File: src/rtl/sc_config_pkg.sv
// Shared constants and types for the scan converter config shadow path.
// Word indices name the six 32-bit config words carried on the bus.
package sc_config_pkg;

  localparam int NUM_CFG_REGS = 6;
  localparam int CFG_W        = 32;

  localparam int H_CFG    = 0;
  localparam int H_CFG2   = 1;
  localparam int V_CFG    = 2;
  localparam int MISC_CFG = 3;
  localparam int SL_CFG   = 4;
  localparam int SL_CFG2  = 5;

  typedef enum logic [1:0] {
    IDLE  = 2'd0,
    ARMED = 2'd1,
    APPLY = 2'd2
  } shadow_state_t;

endpackage

File: src/rtl/sc_sync_edge.sv
// Two-flop synchronizer, delay flop and polarity-selected edge pulse
// for asynchronous video strobes. Ports: clk_i, rst_i, async_i, edge_o.
module sc_sync_edge #(
  parameter bit POL = 1'b1
) (
  input  logic clk_i,
  input  logic rst_i,
  input  logic async_i,
  output logic edge_o
);

  logic s1_q, s1_d;
  logic s2_q, s2_d;
  logic dly_q, dly_d;

  always_comb begin
    s1_d  = async_i;
    s2_d  = s1_q;
    dly_d = s2_q;
  end

  always_ff @(posedge clk_i or posedge rst_i) begin
    if (rst_i) begin
      s1_q  <= 1'b0;
      s2_q  <= 1'b0;
      dly_q <= 1'b0;
    end else begin
      s1_q  <= s1_d;
      s2_q  <= s2_d;
      dly_q <= dly_d;
    end
  end

  assign edge_o = POL ? (s2_q & ~dly_q)
                      : (~s2_q & dly_q);

endmodule

File: src/rtl/sc_config_shadow_ctrl.sv
// Frame-synchronous config commit: snapshot on commit, apply atomically
// at the next active VSYNC edge (or at once with immediate_i).
// Ports: clk_i/rst_i, cfg_staged_i, commit_i, immediate_i, clr_flags_i,
// vsync_i in; cfg_active_o, update_stb_o, pending_o, commit_cnt_o,
// timeout_o out. SC_SHADOW_TIMEOUT_EN enables the ARMED wait limit.
module sc_config_shadow_ctrl
  import sc_config_pkg::*;
#(
  parameter int NUM_REGS       = NUM_CFG_REGS,
  parameter bit VSYNC_POL      = 1'b1,
  parameter int TIMEOUT_CYCLES = 2000000
) (
  input  logic                     clk_i,
  input  logic                     rst_i,
  input  logic [NUM_REGS*32-1:0]   cfg_staged_i,
  input  logic                     commit_i,
  input  logic                     immediate_i,
  input  logic                     clr_flags_i,
  input  logic                     vsync_i,
  output logic [NUM_REGS*32-1:0]   cfg_active_o,
  output logic                     update_stb_o,
  output logic                     pending_o,
  output logic [7:0]               commit_cnt_o,
  output logic                     timeout_o
);

  localparam int CW = NUM_REGS * CFG_W;

  shadow_state_t state_q, state_d;

  logic [CW-1:0] shadow_q, shadow_d;
  logic [CW-1:0] active_q, active_d;
  logic          stb_q, stb_d;
  logic [7:0]    cnt_q, cnt_d;

  logic vs_edge;
  logic snap;
  logic expire;
  logic forced;
  logic enter_apply;

  sc_sync_edge #(
    .POL (VSYNC_POL)
  ) u_vs_edge (
    .clk_i   (clk_i),
    .rst_i   (rst_i),
    .async_i (vsync_i),
    .edge_o  (vs_edge)
  );

`ifdef SC_SHADOW_TIMEOUT_EN
  localparam int TW = $clog2(TIMEOUT_CYCLES + 1);
  localparam logic [TW-1:0] TMO_LOAD = TW'(TIMEOUT_CYCLES);

  logic [TW-1:0] timer_q, timer_d;
  logic          tmo_q, tmo_d;

  // Counts down while ARMED; the apply fires on the edge
  // where the count would reach zero.
  always_comb begin
    timer_d = timer_q;
    if (snap)
      timer_d = TMO_LOAD;
    else if (state_q == ARMED && timer_q != '0)
      timer_d = timer_q - 1'b1;
  end

  // A forced apply outranks a same-cycle clear.
  always_comb begin
    tmo_d = tmo_q;
    if (forced)
      tmo_d = 1'b1;
    else if (clr_flags_i)
      tmo_d = 1'b0;
  end

  always_ff @(posedge clk_i or posedge rst_i) begin
    if (rst_i) begin
      timer_q <= '0;
      tmo_q   <= 1'b0;
    end else begin
      timer_q <= timer_d;
      tmo_q   <= tmo_d;
    end
  end

  assign expire    = (state_q == ARMED) &&
                     (timer_q <= TW'(1));
  assign timeout_o = tmo_q;
`else
  localparam int unused_tmo_cycles = TIMEOUT_CYCLES;
  logic unused_clr;

  assign unused_clr = clr_flags_i;
  assign expire     = 1'b0;
  assign timeout_o  = 1'b0;
`endif

  // State register
  always_ff @(posedge clk_i or posedge rst_i) begin
    if (rst_i) begin
      state_q  <= IDLE;
      shadow_q <= '0;
      active_q <= '0;
      stb_q    <= 1'b0;
      cnt_q    <= '0;
    end else begin
      state_q  <= state_d;
      shadow_q <= shadow_d;
      active_q <= active_d;
      stb_q    <= stb_d;
      cnt_q    <= cnt_d;
    end
  end

  // Next state
  always_comb begin
    state_d = state_q;
    snap    = 1'b0;
    forced  = 1'b0;
    unique case (state_q)
      IDLE: begin
        // A VSYNC edge here is ignored, even with a commit.
        if (commit_i) begin
          snap    = 1'b1;
          state_d = immediate_i ? APPLY : ARMED;
        end
      end
      ARMED: begin
        snap = commit_i;
        if (vs_edge || expire) begin
          state_d = APPLY;
          forced  = ~vs_edge;
        end
      end
      APPLY: begin
        if (commit_i) begin
          snap    = 1'b1;
          state_d = immediate_i ? APPLY : ARMED;
        end else begin
          state_d = IDLE;
        end
      end
      default: state_d = IDLE;
    endcase
  end

  // Datapath updates; applying takes shadow_d so a
  // same-cycle re-snapshot is the one that lands.
  always_comb begin
    enter_apply = (state_d == APPLY);
    shadow_d    = snap ? cfg_staged_i : shadow_q;
    active_d    = enter_apply ? shadow_d : active_q;
    stb_d       = enter_apply;
    cnt_d       = enter_apply ? cnt_q + 8'd1 : cnt_q;
  end

  assign cfg_active_o = active_q;
  assign update_stb_o = stb_q;
  assign pending_o    = (state_q == ARMED);
  assign commit_cnt_o = cnt_q;

endmodule
File: config.mk
export PLATFORM = sky130hd
export DESIGN_NAME = sc_config_shadow_ctrl
export DESIGN_NICKNAME = d
export VERILOG_FILES = /design/src/rtl/sc_config_pkg.sv /design/src/rtl/sc_sync_edge.sv /design/src/rtl/sc_config_shadow_ctrl.sv
export SDC_FILE = /design/constraint.sdc
export NUM_CORES = 1
export LEC_CHECK = 0
export CORE_ASPECT_RATIO = 1.4
export CORE_MARGIN = 2
export CORE_UTILIZATION = 49
export DETAILED_ROUTE_END_ITERATION = 7
export GPL_ROUTABILITY_DRIVEN = 0
export PLACE_DENSITY = 0.8
export SLEW_MARGIN = 40
export SYNTH_ARGS = -nofsm -noshare
export SYNTH_HDL_FRONTEND = slang
export SYNTH_HIERARCHICAL = 1
export SYNTH_SLANG_ARGS = --single-unit
File: constraint.sdc
create_clock -name clk_i -period 14.85 [get_ports clk_i]
set_clock_uncertainty 0.15 [all_clocks]
set_input_delay 1.485 -clock clk_i [delete_from_list [all_inputs] [get_ports clk_i]]
set_output_delay 1.485 -clock clk_i [all_outputs]
set_load 0.005 [all_outputs]
Word level (Yosys, flattened, before mapping)
Index checks and enable logic that the tools add are counted.
{ "word_totals": {"reg_bits": 398, "inputBits": 198, "out_inout_bits": 203, "elab_cells": 24} }
{ "op_classes": {"n_addsub": 1, "eq_ne": 3, "n_mux": 8, "n_bitwise": 2, "n_reduce_logical": 2} }
{ "op_table": {"columns": ["op", "n"], "rows": [
  ["two-way mux 192 bit", 1],
  ["adder 8 x 1 -> 8 bit (second input constant)", 1],
  ["two-way mux 2 bit", 4],
  ["case mux 2 bit (3 select lines)", 1],
  ["equality test 2 bit (second input constant)", 2],
  ["equality test 2 x 1 -> 1 bit (second input constant)", 1],
  ["logical NOT 2 bit", 1],
  ["case mux 1 bit (2 select lines)", 1],
  ["OR reduction 2 bit", 1],
  ["AND 1 bit", 1],
  ["two-way mux 1 bit", 1],
  ["inverter 1 bit", 1]
]} }

Logic depth before layout (Yosys ltp)
Gate-level depths: netlist (run 1).
{ "depth": {"depth_word": 5, "ltp_mapped": 6, "depth_no_buf": 4} }

Cells and area by module
Netlist (run 1), hierarchy kept.
{ "modules_own_cells": {"columns": ["module", "n_inst", "cells_each", "area_each_um2", "seq_area_each_um2"], "rows": [
  ["sc_config_shadow_ctrl", 1, 855, 15155.8, 9884.5],
  ["sc_sync_edge", 1, 5, 92.6, 75.1]
]} }

Least setup slack after synthesis (run 1)
OpenSTA, ideal clock, no wires.
{ "synth_timing": {"kind": "input port to flip-flop", "start": "input commit_i", "end": "register active_q[111] (netlist: cfg_active_o[111])", "setup_time_ns": 0.125, "t_arrival_ns": 2.608, "required_time_ns": 14.575, "setup_slack_ns": 11.968, "cell_stages": 5, "path_buffers": 2, "path_cell_list": "a21boi_2 -> buf_4 -> buf_6 -> mux2_4 -> mux2_2"} }
{ "synth_between": {"elab_chain_cells": 3, "elab_cells_between_ends": 7, "classes_between": "eq/ne: 1; mux: 6"} }
{ "synth_rtl": {"columns": ["item", "line", "rtl"], "rows": [
  ["start: declaration", "sc_config_shadow_ctrl.sv:16", "input logic commit_i,"],
  ["two-way mux 1 bit", "sc_config_shadow_ctrl.sv:124, sc_config_shadow_ctrl.sv:137", null],
  ["case mux 1 bit (2 select lines) (*)", "sc_config_shadow_ctrl.sv:121", "unique case (state_q)"],
  ["two-way mux 192 bit (*)", "sc_config_shadow_ctrl.sv:152", "shadow_d = snap ? cfg_staged_i : shadow_q;"],
  ["named net shadow_d[111]", "sc_config_shadow_ctrl.sv:31", "logic [CW-1:0] shadow_q, shadow_d;"],
  ["end signal: assignment", "sc_config_shadow_ctrl.sv:110", "active_q <= active_d;"],
  ["end: declaration", "sc_config_shadow_ctrl.sv:32", "logic [CW-1:0] active_q, active_d;"]
]} }
The timed path passes the listed nets; every way through them passes the cells marked *.
A chain may end at the register's enable or synchronous reset.

Worst setup path after layout (run 1)
{ "layout_timing": {"start": "input commit_i", "end": "register active_q[88] (netlist: cfg_active_o[88])"} }
The elaborated chain is that of the path after synthesis.

==> qor.log, run 1 <==
INFO  critical_path  worstPathMaxFanout=64
INFO  sta            rsz0062_at_grt=false
INFO  global_route   grt_pass1_wl=51000µm
INFO  synth          postSynthRegisterBits=398
INFO  cts            cts_tree=done
INFO  finish         fin_nets=1463
INFO  cts            numCtsBuffers=38
INFO  sta            max_slew_margin=46.0%
INFO  global_route   grt_max_degree=125
INFO  hold_path      worst_hold_path_type=register to register
INFO  sta            min_period=4320ps
INFO  sta            timing.setup.tns=0ps
INFO  critical_path  critical_path.endpoint_type=register
INFO  cts            cts.sinks=398
INFO  finish         area_growth_syn_to_layout=36.4%
INFO  critical_path  cp_data_arrival_time=4570ps
INFO  cts            cts_hold_repair.buffers=0
INFO  critical_path  cp-start-kind=primary input
INFO  synth          synthesis.yosys.warnings=6
INFO  sta            worst_slew_pin_slew=810ps
INFO  global_route   grt-ovfl-total=0
INFO  power_and_ir_drop seq_power_share=43.0%
INFO  floorplanning  fp.coreArea=30700µm²
INFO  global_route   first_global_vias=9265
INFO  sta            final.period_utilization=29.1%
INFO  critical_path  crit_path_max_incr_delay=710ps
INFO  global_route   grt_use_total=19.9%
INFO  detailed_routing wl_per_cell=19.5µm
INFO  cts            cts_resized=0
INFO  detailed_routing number_of_routed_nets_with_antenna_violations=0
INFO  synth          synth_area_per_cell=17.7µm²
INFO  synth          syn-instance-count=860
INFO  power_and_ir_drop p_total=0.00358W
INFO  place          numPortBuffers=398
INFO  cts            post_cts_setup_inserts=0
INFO  detailed_routing drc_markers=0
INFO  critical_path  critical_path_required=15100ps
INFO  detailed_routing dr_total_vias=8505
INFO  floorplanning  placementRows=76
INFO  sta            number_of_pins_with_negative_max_slew_slack_in_the_final_report=0
INFO  critical_path  crit_chain=clkdlybuf4s50_1 -> a21boi_4 -> buf_4 -> buf_6 -> mux2_1 -> mux2_2
INFO  detailed_routing drtPass1Iterations=4
INFO  synth          seq_area_frac_synth=65.3%
INFO  cts            cts.clk_slew.worst_paths=60ps
INFO  power_and_ir_drop p_sw=0.000886W
INFO  cts            buffers_from_clock_root_to_sink_at_most=3
INFO  run_status     status=complete, no violations
INFO  detailed_routing totalWireLength=32800µm
INFO  sta            final-hold-violation-count=0
INFO  run            max_cap_violations=0
INFO  cts            cts_root_buffer=clkbuf_16
INFO  floorplanning  floorplan.die.height=213µm
INFO  detailed_routing first_iter_violations=228
INFO  cts            clk-insertion-delay-late=520ps
INFO  cts            cts_htree_levels=2
INFO  power_and_ir_drop cellLeakagePower=8.84nW
INFO  finish         fill_cells=2097
INFO  critical_path  cpMaxStageDelayCell=buf_4
INFO  floorplanning  die_w=153µm
INFO  synth          synth_area=15200µm²
INFO  floorplanning  floorplan.initialDensity=49.6%
INFO  detailed_routing via_per_inst=5.05
INFO  sta            report.final.setup_viol=0
INFO  power_and_ir_drop internal_power=0.00270W
INFO  global_route   grt_antenna_before_repair=4
INFO  place          dp_hpwl=21900µm
INFO  critical_path  worst_setup_path_class=primary input to register
INFO  power_and_ir_drop comb_power_share=29.2%
INFO  synth          synth_nets=1059
INFO  power_and_ir_drop powerDensity=172nW/µm²
INFO  power_and_ir_drop peakVddDrop=0.112mV
INFO  floorplanning  ios=401
INFO  sta            fmax=231MHz
INFO  power_and_ir_drop power.share.clock=27.8%
INFO  power_and_ir_drop netSwitchingFraction=24.7%
INFO  floorplanning  area_enclosed_by_the_die_boundary=32600µm²
INFO  synth          yosysUniqueCellTypes=24
INFO  finish         layout-drive-gt1-share=27.7%
==> power by group through the flow <==
stage                     Clock (W)  Sequential [W]  Combinational [W]
final                      0.000998         0.00154            0.00105
after global routing        0.00107         0.00158            0.00112
after CTS                   0.00103         0.00154            0.00107
after detailed placement          0         0.00156            0.00106
after global placement            0         0.00154            0.00103
after floorplan                   0         0.00156           0.000404
==> cells in the final DEF (no fill, tap or decap) <==
master	n
dfrtp_1	398
clkdlybuf4s50_1	398
mux2_2	205
mux2_1	100
mux2_4	80
clkbuf_16	41
clkbuf_1	8
xor2_1	7
clkbuf_8	7
diode_2	5
a211oi_1	4
clkinv_2	4
bufinv_16	4
inv_1	3
nand2_1	3
nand3_1	3
buf_6	3
a21oi_1	2
clkinvlp_4	2
buf_16	2
a21boi_4	1
nand3b_1	1
nand3b_2	1
nand2_8	1
nor2b_1	1
nor2_1	1
a22o_1	1
clkinv_8	1
nand4_1	1
ha_1	1
conb_1	1
clkinv_4	1
buf_4	1
buf_12	1
nor2b_4	1
buf_8	1
==> cell type report <==
class | instances | area, µm² | area share [%]
antenna | 5 | 12.5 | 0.0602
clock inverter | 11 | 164 | 0.788
multi-input combinational | 415 | 4880 | 23.4
timing repair buffer | 407 | 4130 | 19.9
sequential | 398 | 9960 | 47.9
tap | 390 | 488 | 2.35
inverter | 4 | 27.5 | 0.132
clock buffer | 55 | 1140 | 5.48
==> worst max-delay path, delay by kind of cell <==
family / cells / cell delay, ps
multiplexers: 2 / 700
buffers and inverters: 3 / 1890
AO/OA/AOI/OAI: 1 / 420
==> per-layer routing <==
metal	vias to the layer above	wire length, µm	global-route usage [%]
met4	0	1310	9.61
met3	69	2230	5.40
met5	-	0	0
met2	289	16800	33.7
li1	3824	-	-
met1	4323	12500	23.6
==> kinds of logic (layout without fill, tap and decap cells) <==
group | after synthesis | after routing | synth area share, %
adders and majority gates | 1 | 1 | 0.0820
buffers and inverters | 47 | 477 | 2.85
muxes | 385 | 385 | 30.4
xor gates and xnor gates | 7 | 7 | 0.402
DFF | 398 | 398 | 65.3
other | 1 | 6 | 0.0246
and+or+nand+nor | 13 | 13 | 0.533
AOI/OAI and AO/OA | 8 | 8 | 0.394
==> registers in the layout, indices dropped and copies added (netlist names) <==
register,cells
u_vs_edge/dly_d,1
shadow_q,192
u_vs_edge/dly_q,1
state_q,2
cfg_active_o,192
u_vs_edge/s1_q,1
update_stb_o,1
commit_cnt_o,8
==> synthesized netlist by cell type, drive strengths merged <==
cell / instances / area share, %
conb: 1 / 0.025
nand2: 4 / 0.11
nor2: 1 / 0.025
inv: 4 / 0.098
nor2b: 2 / 0.13
a22o: 1 / 0.057
xor2: 7 / 0.40
nand3b: 2 / 0.12
a21boi: 1 / 0.074
dfrtp: 398 / 65
buf: 43 / 2.7
a211oi: 4 / 0.20
mux2: 385 / 30
ha: 1 / 0.082
nand4: 1 / 0.041
a21oi: 2 / 0.066
nand3: 3 / 0.098
==> per-stage QoR <==
stage / area [µm²] / hold slack, ps / setup WS, ps / std cells / util, %
after floorplan: 15200 / 181 / 2230 / 860 / -
after global placement: 19400 / 182 / 9290 / 1611 / 63.1
after detailed placement: 19500 / 186 / 9950 / 1614 / 63.4
final: 20800 / 204 / 10530 / 1685 / 67.7
after CTS: 20800 / 199 / 10520 / 1680 / 67.6
after global routing: 20800 / 220 / 10400 / 1684 / 67.7
==> final timing paths <==
path	cells after the start	slack [ps]	endpoint	start
worst max register to register	5	11620	cfg_active_o[88]	state_q[0]
min in group asynchronous	2	1180	u_vs_edge/dly_q	rst_i
max in group asynchronous	4	11790	shadow_q[38]	rst_i
worst max-delay path	6	10530	cfg_active_o[88]	commit_i
worst min register to register	0	200	u_vs_edge/dly_d	u_vs_edge/s1_q
worst min-delay path	0	200	u_vs_edge/dly_d	u_vs_edge/s1_q
(Power assumes the default switching activity.)
==> run 2, diff against run 1 <==
- CORE_UTILIZATION: 49 -> 44
- PLACE_DENSITY: 0.8 -> 0.76
- clock period: 14.85 -> 3.7 ns (I/O delays scaled with it)
==> run 2 against run 1 <==
Net effect: cell count increased by 4.4%; critical endpoint is now cfg_active_o[8]; die area rose by 11%; largest power group unchanged; first-iteration DRC count grew 18%; final area rose by 0.75%; non-clock buffer count is 11 higher; worst hold slack got worse by 59 ps.
==> qor.log, run 2 (synthesis gave the netlist of run 1 again) <==
INFO  detailed_routing met3WireLength=2180µm
INFO  place          numPortBuffers=398
INFO  power_and_ir_drop peakVddDrop=0.476mV
INFO  finish         fill_cells=2601
INFO  sta            min_period=2440ps
INFO  finish         layout-drive-gt1-share=28.5%
INFO  floorplanning  area_enclosed_by_the_die_boundary=36200µm²
INFO  floorplanning  die_w=161µm
INFO  critical_path  cp_data_arrival_time=2690ps
INFO  hold_path      worst_hold_path_type=primary input to register
INFO  detailed_routing met2RoutedLength=17700µm
INFO  run            max_cap_violations=0
INFO  detailed_routing drc_markers=0
INFO  critical_path  critical_path_required=3950ps
INFO  detailed_routing totalWireLength=33400µm
INFO  cts            cts_htree_levels=2
INFO  place          dp_hpwl=23500µm
INFO  sta            worst_slew_pin_slew=652ps
INFO  detailed_routing drtPass1Iterations=4
INFO  critical_path  critical_path.endpoint_type=register
INFO  detailed_routing dr_top_layer=met4
INFO  sta            number_of_pins_with_negative_max_slew_slack_in_the_final_report=0
INFO  cts            cts_root_buffer=clkbuf_16
INFO  critical_path  cp-start-kind=register
INFO  critical_path  worst_setup_path_class=register to register
INFO  global_route   grt_antenna_before_repair=5
INFO  finish         fin_util=61.4%
INFO  sta            max_slew_margin=56.5%
INFO  cts            numCtsBuffers=38
INFO  sta            layout_setup_ws=1260ps
INFO  critical_path  worstPathMaxFanout=60
INFO  global_route   grt_max_degree=91
INFO  finish         fin_nets=1474
INFO  floorplanning  ios=401
INFO  sta            rsz0062_at_grt=false
INFO  detailed_routing via_per_inst=4.83
INFO  detailed_routing met1Wirelength=12200µm
INFO  detailed_routing first_iter_violations=268
INFO  cts            cts.sinks=398
INFO  place          dpl_worst_slack=886ps
INFO  cts            clk-insertion-delay-late=530ps
INFO  global_route   grt-ovfl-total=0
INFO  place          placedInstanceArea=19700µm²
INFO  sta            fmax=410MHz
INFO  floorplanning  fp.coreArea=34100µm²
INFO  power_and_ir_drop powerDensity=681nW/µm²
INFO  sta            report.final.setup_viol=0
INFO  sta            final.period_utilization=65.9%
INFO  power_and_ir_drop cellLeakagePower=8.88nW
INFO  cts            cts_tree=done
INFO  sta            final-hold-violation-count=0
INFO  cts            buffers_from_clock_root_to_sink_at_most=3
INFO  finish         mostFrequentLayoutCells=dfrtp_1 (398), clkdlybuf4s50_1 (398), mux2_2 (205)
INFO  global_route   grt_pass1_wl=52200µm
INFO  detailed_routing dr_total_vias=8490
INFO  run_status     status=complete, no violations
INFO  global_route   grt_use_total=18.4%
INFO  global_route   first_global_vias=9526
INFO  floorplanning  placementRows=80
INFO  finish         final_design_area_no_fill=21000µm²
INFO  floorplanning  floorplan.die.height=224µm
INFO  detailed_routing number_of_routed_nets_with_antenna_violations=0
INFO  detailed_routing wl_per_cell=19.0µm
INFO  cts            cts_resized=0
INFO  floorplanning  floorplan.initialDensity=44.7%
INFO  cts            cts.clk_slew.worst_paths=70ps
INFO  finish         area_growth_syn_to_layout=37.4%
[run 2: cell count changes in the layout (fill, tap and decap cells not counted), sizes merged]
cell         previous run  this run
clkbuf                 56        52
buf                     8        19
clkinvlp                2         6
dlygate4sd3             0         1
clkinv                  6         8
inv                     3         5
bufinv                  4         1
[run 2: area by class of cell]
type	instances	area [µm²]	area share, %
diodes	5	12.5	0.0597
clock buffers	52	1130	5.38
clock inverters	16	131	0.627
inverters	4	18.8	0.0896
multi-input cells	415	4880	23.3
flip-flops and latches	398	9960	47.5
well taps	451	564	2.69
repair buffers	418	4260	20.3
[run 2: critical path, cell delays in order (launching register included)]
cell	delay (ps)
dfrtp_1	420
nand3b_1	430
nand2_8	550
buf_4	370
mux2_2	370
[run 2: where the power goes]
part	total, W	leakage [nW]	internal, W	switching [W]
clock network	0.00386	0.611	0.00222	0.00164
logic	0.00422	3.62	0.00284	0.00139
registers	0.00618	4.64	0.00559	0.000593
[run 2: worst paths after layout]
check | slack (ps) | cells past startpoint | from | endpoint
max | 1260 | 4 | state_q[1] | cfg_active_o[8]
min | 150 | 1 | vsync_i | u_vs_edge/s1_q
max reg2reg | 1260 | 4 | state_q[1] | cfg_active_o[8]
min reg2reg | 200 | 0 | u_vs_edge/s1_q | u_vs_edge/dly_d
max in group asynchronous | 1710 | 4 | rst_i | cfg_active_o[55]
min in group asynchronous | 500 | 3 | rst_i | u_vs_edge/dly_d
[run 2: stage by stage]
step | TNS, ps | hold WS [ps] | cells | power, W
after floorplan | -843650 | -26.4 | 860 | 0.00790
after global placement | 0 | 183 | 1685 | 0.0104
after detailed placement | 0 | 189 | 1685 | 0.0105
after CTS | 0 | 109 | 1754 | 0.0145
after global routing | 0 | 124 | 1759 | 0.0150
final | 0 | 145 | 1759 | 0.0143
[run 2: per-layer routing]
| metal | track usage, % | vias up |
|---|---|---|
| li1 | - | 3842 |
| met1 | 20.1 | 4303 |
| met2 | 32.7 | 287 |
| met3 | 5.13 | 58 |
| met4 | 9.04 | 0 |
| met5 | 0 | - |
[run 2: timing repair]
action	in CTS	in global routing
hold endpoints to repair	3	0
hold buffers	1	0
setup buffers	0	0
==> run 3, diff against run 2 <==
- CORE_UTILIZATION: 44 -> 49
- PLACE_DENSITY: 0.76 -> 0.8
- clock period: 3.7 -> 2.3 ns (I/O delays scaled with it)
==> run 3 against run 2 <==
Net effect: first-iteration DRC count decreased by 18%; die area decreased by 10%; combinational power increased by 64%; worst hold slack improved by 30 ps; wire length increased by 2.6%; critical endpoint is now pending_o; largest cell class unchanged.
==> qor.log, run 3 (synthesis gave the netlist of run 1 again) <==
INFO  detailed_routing first_iter_violations=221
INFO  detailed_routing totalWireLength=34200µm
INFO  place          numPlacedInstances=1649
INFO  power_and_ir_drop seq_power_share=42.6%
INFO  cts            buffers_from_clock_root_to_sink_at_most=3
INFO  sta            number_of_pins_with_negative_max_slew_slack_in_the_final_report=0
INFO  finish         fill_cells=2069
INFO  sta            report.final.setup_viol=0
INFO  global_route   grt_max_degree=78
INFO  critical_path  critical_path.endpoint_type=output port
INFO  place          placedInstanceArea=19900µm²
INFO  critical_path  cp_data_arrival_time=1730ps
INFO  hold_path      worst_hold_path_type=primary input to register
INFO  critical_path  worstPathMaxFanout=5
INFO  finish         fin_nets=1500
INFO  global_route   grt-ovfl-total=0
INFO  finish         final_design_area_no_fill=21300µm²
INFO  global_route   grt_use_total=20.8%
INFO  floorplanning  floorplan.die.height=213µm
INFO  finish         instances_no_fill=1722
INFO  cts            cts.sinks=398
INFO  global_route   met2_usage=37.0%
INFO  finish         layout-drive-gt1-share=29.5%
INFO  floorplanning  floorplan.initialDensity=49.6%
INFO  finish         mostFrequentLayoutCells=dfrtp_1 (398), clkdlybuf4s50_1 (398), mux2_2 (205)
INFO  sta            min_period=2110ps
INFO  floorplanning  area_enclosed_by_the_die_boundary=32600µm²
INFO  cts            cts_htree_levels=2
INFO  critical_path  ff2ff_setup_slack=300ps
INFO  power_and_ir_drop cellLeakagePower=9.10nW
INFO  hold_path      worst_hold_path_endpoint=shadow_q[186]
INFO  place          dp_hpwl=24500µm
INFO  cts            cts.clk_slew.worst_paths=70ps
INFO  hold_path      whs_path_depth=2
INFO  critical_path  rr_worst_depth=5
INFO  power_and_ir_drop power.share.clock=27.9%
INFO  floorplanning  ios=401
INFO  detailed_routing number_of_routed_nets_with_antenna_violations=0
INFO  global_route   first_global_vias=9544
INFO  power_and_ir_drop comb_power_share=29.5%
INFO  global_route   grt_pass1_wl=53300µm
INFO  critical_path  critical_path_required=1920ps
INFO  global_route   global_route.peak_usage_layer=met2
INFO  cts            cts_root_buffer=clkbuf_16
INFO  power_and_ir_drop internal_power=0.0176W
INFO  run_status     status=complete, no violations
INFO  finish         area_growth_syn_to_layout=39.6%
INFO  detailed_routing wl_per_cell=19.9µm
INFO  place          numPortBuffers=398
INFO  power_and_ir_drop netSwitchingFraction=24.8%
INFO  power_and_ir_drop p_sw=0.00581W
INFO  sta            rsz0062_at_grt=false
INFO  run            max_cap_violations=0
INFO  cts            cts_tree=done
INFO  detailed_routing drc_markers=0
INFO  critical_path  worst_setup_path_class=register to output port
INFO  floorplanning  die_w=153µm
INFO  floorplanning  placementRows=76
INFO  power_and_ir_drop powerDensity=1100nW/µm²
INFO  global_route   grt_antenna_before_repair=2
INFO  critical_path  cp-start-kind=register
INFO  hold_path      min-delay-start=cfg_staged_i[186]
INFO  power_and_ir_drop peakVddDrop=0.753mV
INFO  sta            fmax=474MHz
INFO  detailed_routing via_per_inst=5.01
INFO  detailed_routing dr_total_vias=8630
INFO  sta            final.period_utilization=91.8%
INFO  sta            timing.setup.tns=0ps
INFO  sta            final-hold-violation-count=0
INFO  critical_path  worst_r2r_endpoint=cfg_active_o[91]
INFO  critical_path  r2r_start=state_q[0]
INFO  cts            numCtsBuffers=38
INFO  detailed_routing drtPass1Iterations=4
INFO  cts            clk-insertion-delay-late=520ps
INFO  floorplanning  fp.coreArea=30700µm²
INFO  global_route   grt_util_met3=5.68%
INFO  global_route   grt_util_met1=23.9%
## run 3: cell count changes in the layout (fill, tap and decap cells not counted), sizes merged
cell,delta
buf,+25
bufinv,+4
clkbuf,+4
clkinv,-2
clkinvlp,-4
diode,-2
dlygate4sd3,+1
inv,-2
## run 3: worst max-delay path by stage
stage | slack [ps] | endpoint | startpoint
floorplan | -3400 | cfg_active_o[0] | rst_i
global placement | 50 | cfg_active_o[99] | commit_i
detailed placement | 4 | cfg_active_o[100] | commit_i
CTS | 160 | pending_o | state_q[0]
global route | 90 | pending_o | state_q[0]
finish | 190 | pending_o | state_q[0]
## run 3: cell type report
| type | instances | area [µm²] | share of cell area (%) |
|---|---|---|---|
| Clock inverter | 12 | 188 | 0.881 |
| Timing Repair Buffer | 444 | 4620 | 21.7 |
| Multi-Input combinational cell | 415 | 4880 | 22.9 |
| Clock buffer | 56 | 1130 | 5.32 |
| Antenna cell | 3 | 7.51 | 0.0353 |
| Sequential cell | 398 | 9960 | 46.8 |
| Tap cell | 390 | 488 | 2.29 |
| Inverter | 4 | 18.8 | 0.0881 |
## run 3: what timing repair did
| action | 4_1_cts | 5_1_grt |
|---|---|---|
| hold buffers | 2 | 0 |
| endpoints found under the hold margin | 25 | 0 |
| setup buffers | 0 | 0 |
| resized for setup | 0 | 0 |
## run 3: metal layers
layer  up-vias  routed length, µm
met5         -                  0
met4         0               1230
met3        62               2250
met2       289              18100
met1      4388              12600
li1       3891                  -
## run 3: metrics by stage
step / hold slack, ps / util [%] / total power (W) / setup slack, ps
5_1_grt: 160 / 69.3 / 0.0246 / 92.2
2_1_floorplan: -166 / - / 0.0127 / -3400
3_5_place_dp: 192 / 64.9 / 0.0171 / 3.79
3_3_place_gp: 186 / 64.9 / 0.0168 / 52.0
4_1_cts: 143 / 69.3 / 0.0237 / 159
6_report: 175 / 69.3 / 0.0234 / 190
## run 3: critical path: stages, from the launching register on
cell	delay, ps
dfrtp_1	450
nor2b_1	210
clkdlybuf4s50_1	560
## run 3: power by group through the flow
stage | Clock (W) | Combinational [W] | Sequential (W)
floorplan | 0 | 0.00261 | 0.0101
global placement | 0 | 0.00685 | 0.00998
detailed placement | 0 | 0.00700 | 0.0101
CTS | 0.00670 | 0.00704 | 0.0100
global route | 0.00696 | 0.00738 | 0.0102
finish | 0.00654 | 0.00693 | 0.00998
